==> src/rtl/fifo_rd_stream_adapter.sv <==
// Read-side consumer of the async FIFO: pops the FIFO when credit allows, captures rData a cycle
// later into a 2-entry output buffer, and re-presents the words on a valid/ready stream.
module fifo_rd_stream_adapter #(
  parameter int DATA_SIZE = 12,
  parameter int COUNT_W   = 16
) (
  input  logic                 rclk,
  input  logic                 wrst,
  input  logic                 en,
  input  logic                 flush,
  input  logic                 rEmpty,
  input  logic [DATA_SIZE-1:0] rData,
  output logic                 rinc,
  output logic [DATA_SIZE-1:0] m_data,
  output logic                 m_valid,
  input  logic                 m_ready,
  output logic                 busy,
  output logic [COUNT_W-1:0]   rd_count,
  output logic [1:0]           state_dbg
);

  // Stream handshake: a word transfers on every rising rclk where m_valid && m_ready.
  // m_valid never drops and m_data never changes while a word is waiting for m_ready.
  typedef enum logic [1:0] {
    IDLE  = 2'd0,
    RUN   = 2'd1,
    FLUSH = 2'd2
  } state_t;

  state_t               state_q, state_d;
  logic [DATA_SIZE-1:0] b0, b1;
  logic [1:0]           cnt;
  logic                 inflight;
  logic                 pop;
  logic                 push;
  logic                 flush_now;
  logic [2:0]           occ;

  assign m_valid   = (cnt != 2'd0);
  assign m_data    = b0;
  assign pop       = m_valid && m_ready;
  assign state_dbg = state_q;
  assign occ       = {1'b0, cnt} + {2'b00, inflight};

  // Words landing during or after a flush request are discarded.
  assign flush_now = (state_q == RUN) && flush;
  assign push      = inflight && (state_q == RUN) && !flush;

  always_ff @(posedge rclk or negedge wrst) begin
    if (!wrst) begin
      state_q <= IDLE;
    end else begin
      state_q <= state_d;
    end
  end

  always_comb begin
    state_d = state_q;
    rinc    = 1'b0;
    busy    = (cnt != 2'd0) || inflight;
    case (state_q)
      IDLE: begin
        state_d = RUN;
      end
      RUN: begin
        // Credit check: buffered + in-flight words after this cycle's pop must leave room.
        rinc = en && !rEmpty && (occ < (3'd2 + {2'b00, pop}));
        if (flush) begin
          state_d = FLUSH;
        end
      end
      FLUSH: begin
        busy = 1'b1;
        if (!inflight) begin
          state_d = RUN;
        end
      end
      default: begin
        state_d = IDLE;
      end
    endcase
  end

  always_ff @(posedge rclk or negedge wrst) begin
    if (!wrst) begin
      inflight <= 1'b0;
    end else begin
      inflight <= rinc;
    end
  end

  always_ff @(posedge rclk or negedge wrst) begin
    if (!wrst) begin
      cnt <= 2'd0;
      b0  <= '0;
      b1  <= '0;
    end else if (flush_now) begin
      cnt <= 2'd0;
    end else begin
      case ({push, pop})
        2'b10: begin
          if (cnt == 2'd0) begin
            b0 <= rData;
          end else begin
            b1 <= rData;
          end
          cnt <= cnt + 2'd1;
        end
        2'b01: begin
          b0  <= b1;
          cnt <= cnt - 2'd1;
        end
        2'b11: begin
          // Head leaves while the new word enters at the tail.
          if (cnt == 2'd1) begin
            b0 <= rData;
          end else begin
            b0 <= b1;
            b1 <= rData;
          end
        end
        default: begin
        end
      endcase
    end
  end

  always_ff @(posedge rclk or negedge wrst) begin
    if (!wrst) begin
      rd_count <= '0;
    end else if (pop) begin
      rd_count <= rd_count + 1'b1;
    end
  end

  a_no_overflow: assert property (@(posedge rclk) disable iff (!wrst) occ <= 3'd2);

endmodule

==> config.mk <==
export PLATFORM = sky130hd
export DESIGN_NAME = fifo_rd_stream_adapter
export DESIGN_NICKNAME = d
export VERILOG_FILES = /design/src/rtl/fifo_rd_stream_adapter.sv
export SDC_FILE = /design/constraint.sdc
export NUM_CORES = 1
export LEC_CHECK = 0
export CORE_MARGIN = 2
export CORE_UTILIZATION = 53
export DETAILED_ROUTE_END_ITERATION = 10
export PLACE_DENSITY = 0.85
export SYNTH_ARGS = -nofsm -noshare
export SYNTH_HDL_FRONTEND = slang
export SYNTH_SLANG_ARGS = --single-unit
==> constraint.sdc <==
create_clock -name rclk -period 3.09 [get_ports rclk]
set_input_delay 0.309 -clock rclk [delete_from_list [all_inputs] [get_ports rclk]]
set_output_delay 0.309 -clock rclk [all_outputs]
set_load 0.03 [all_outputs]
==> results.md <==
- Status: finished, final reports clean
- Slew HR: 33.80%
- Global route overflow: 0
- Clk_lat worst skew: 310 ps
- Antenna Cells: 0
- TNS Setup: 0 ps
- Synth unique cells: 35
- Vias per Instance: 5.253
- Synth Instances: 176
- RSZ-0062 raised after global routing: false
- Fin crit share: 87.86%
- Post-synth EDFFs: 0
- Vias: 1455
- CTS tree: done
- Setup Skew: 8.033 ps
- Post-cts gate resize count: 0
- Die W: 66.87 um
- Share of cells above drive strength 1: 7.860%
- # nets final: 251
- Chip Height: 66.87 um
- Crit path time final: 2715 ps
- CP arrival: 2410 ps
- Drt first-iter violations: 80
- Min-delay worst type: in -> async
- Starting Density: 55.95%
- Synthesis-to-finish area growth: 28.73%
- Die ar.: 4471 um2
- Syn nets: 199
- DR WL/cell: 13.88 um
- Setup bufs post-CTS: 0
- Worst Setup End Kind: primary output
- Final RePlAce weighted congestion: 0.7985
- Fmax: 368.3 MHz
- Core Box Area: 3744 um2
- CTS hold repair buffers: 0
- Total CTS buffers: 5
- Peak VDD IR: 571.3 uV
- Clk buf depth: 2
- Max-slew violation count: 0
- Total of max-cap violations: 0
- DRT Pass-1 Iters: 4
- Synth Flop Type: dfrtp_1
- Synthesized area: 2095 um2
- FILL cells: 285
- Global-route wire length before repair: 6.251 mm
- Row cnt: 22
- Io pins: 51
- CP startpoint kind: register
- Clk slew on worst S/H paths: 90 ps
- CTS root buffer: clkbuf_8
- Overall Power: 2.447 mW
- Final Hold Viols: 0
- Synth Register Bits: 45
- Worst-margin pin slew: 993.0 ps
- Vias in the first global route: 1397
- Total leakage power: 1.212 nW
- Port buffer count: 50
- Final HPWL DP: 2.727 mm
- PD cells: 907.5 nW/um2
- Synth async-reset ratio: 100.0%
- Sink Count: 45
- Residual DRC count: 0
- Critical path type: reg -> out
- Syn. warnings: 0
- Initial antenna violation count: 0
- Largest net degree at the start of global routing: 46
- Crit path required time: 2780 ps
- H-tree depth: 2
- Antenna Violating Nets Remaining: 0
- Drt total wl: 3.846 mm
- Sequential area share after synthesis: 53.76%
- Critical-path maximum fanout: 7
- Final Setup Violations: 0
- Total GRT Usage: 19.25%
- Syn_area_per_cell: 11.90 um2
## state kept, by name, indices dropped and copies added (netlist names)
name       cells
b1            12
cnt            2
inflight       1
m_data        12
rd_count      16
state_dbg      2
## kinds of logic after synthesis
group / after synthesis / share of synthesized area [%]
mux: 25 / 12.66
xor+xnor: 17 / 7.109
compound gates: 23 / 6.452
flops: 45 / 53.76
buf+inv: 10 / 3.047
fa+ha+maj: 5 / 2.987
simple gates: 51 / 13.98
## cell type report
class	count	area, um2	area share, %
flip-flops and latches	45	1126	41.76
multi-input cells	121	904.6	33.55
repair buffers	50	495.5	18.38
clock buffers	5	68.82	2.552
well taps	48	60.06	2.227
clock inverters	3	22.52	0.8353
inverters	5	18.77	0.6961
## report_power, final
part,switching [mW],internal [mW]
combinational,0.627,0.498
clock,0.213,0.161
sequential,0.150,0.799
## path summary, 6_finish.rpt
path / start / end / slack, ps / cells after the start
setup / recovery: cnt[0] / rinc / 380 / 6
hold / removal: wrst / rd_count[6] / 160 / 1
setup reg to reg: cnt[0] / m_data[4] / 1000 / 6
hold reg to reg: rd_count[15] / rd_count[15] / 470 / 1
max in group asynchronous: wrst / m_data[3] / 2320 / 1
min in group rclk: rd_count[15] / rd_count[15] / 470 / 1
## placed cells by master (no fill, tap or decap), drive strengths merged, types with 2 or more instances in the layout
| cell type | n |
|---|---|
| a21oi | 14 |
| and2 | 3 |
| and3 | 3 |
| clkbuf | 5 |
| clkdlybuf4s50 | 49 |
| clkinv | 3 |
| dfrtp | 45 |
| ha | 5 |
| inv | 5 |
| mux2 | 12 |
| mux2i | 13 |
| nand2 | 12 |
| nand2b | 2 |
| nand3 | 4 |
| nand3b | 2 |
| nor2 | 15 |
| nor4 | 3 |
| o21ai | 6 |
| xnor2 | 13 |
| xor2 | 4 |
## through the flow
step                instances  util (%)  cell area, um2  hold slack, ps  setup WS (ps)
floorplan                 176         -            2095           13.41           1370
global placement          269     69.59            2605           458.6          673.0
detailed placement        269     69.59            2605           465.7          653.5
CTS                       277     72.03            2696           182.2          368.2
global route              277     72.03            2696           233.0          234.0
finish                    277     72.03            2696           163.6          375.0
## Yosys cell counts, types with 2 or more instances
cell type / number / area share, %
inv_1: 5 / 0.90
mux2_1: 10 / 5.4
buf_4: 2 / 0.72
xnor2_1: 13 / 5.4
nand3b_1: 2 / 0.72
dfrtp_1: 45 / 54
buf_2: 2 / 0.48
a21oi_1: 13 / 3.1
nand3_1: 4 / 0.96
mux2_2: 2 / 1.1
o21ai_0: 6 / 1.4
nor2_1: 15 / 2.7
mux2i_1: 13 / 6.2
xor2_1: 4 / 1.7
ha_1: 5 / 3.0
nand2_1: 11 / 2.0
and2_1: 3 / 0.90
nand2b_1: 2 / 0.60
and3_1: 3 / 0.90
## routing by layer
metal  track usage [%]  routed length (um)  up-vias
met5                 0                   0        -
met4             6.888                  55        0
met3             6.757                 199        5
met2             31.50                1846       30
met1             23.48                1745      709
li1                  -                   -      711
## critical path, stage by stage, from the launching register on
cell and delay, ps:
dfrtp_1 410, inv_1 60, ha_1 260, nand2b_1 320, o21ai_0 220, and2_1 160, clkdlybuf4s50_1 670
Note: power is estimated with default switching activity, not from simulation.
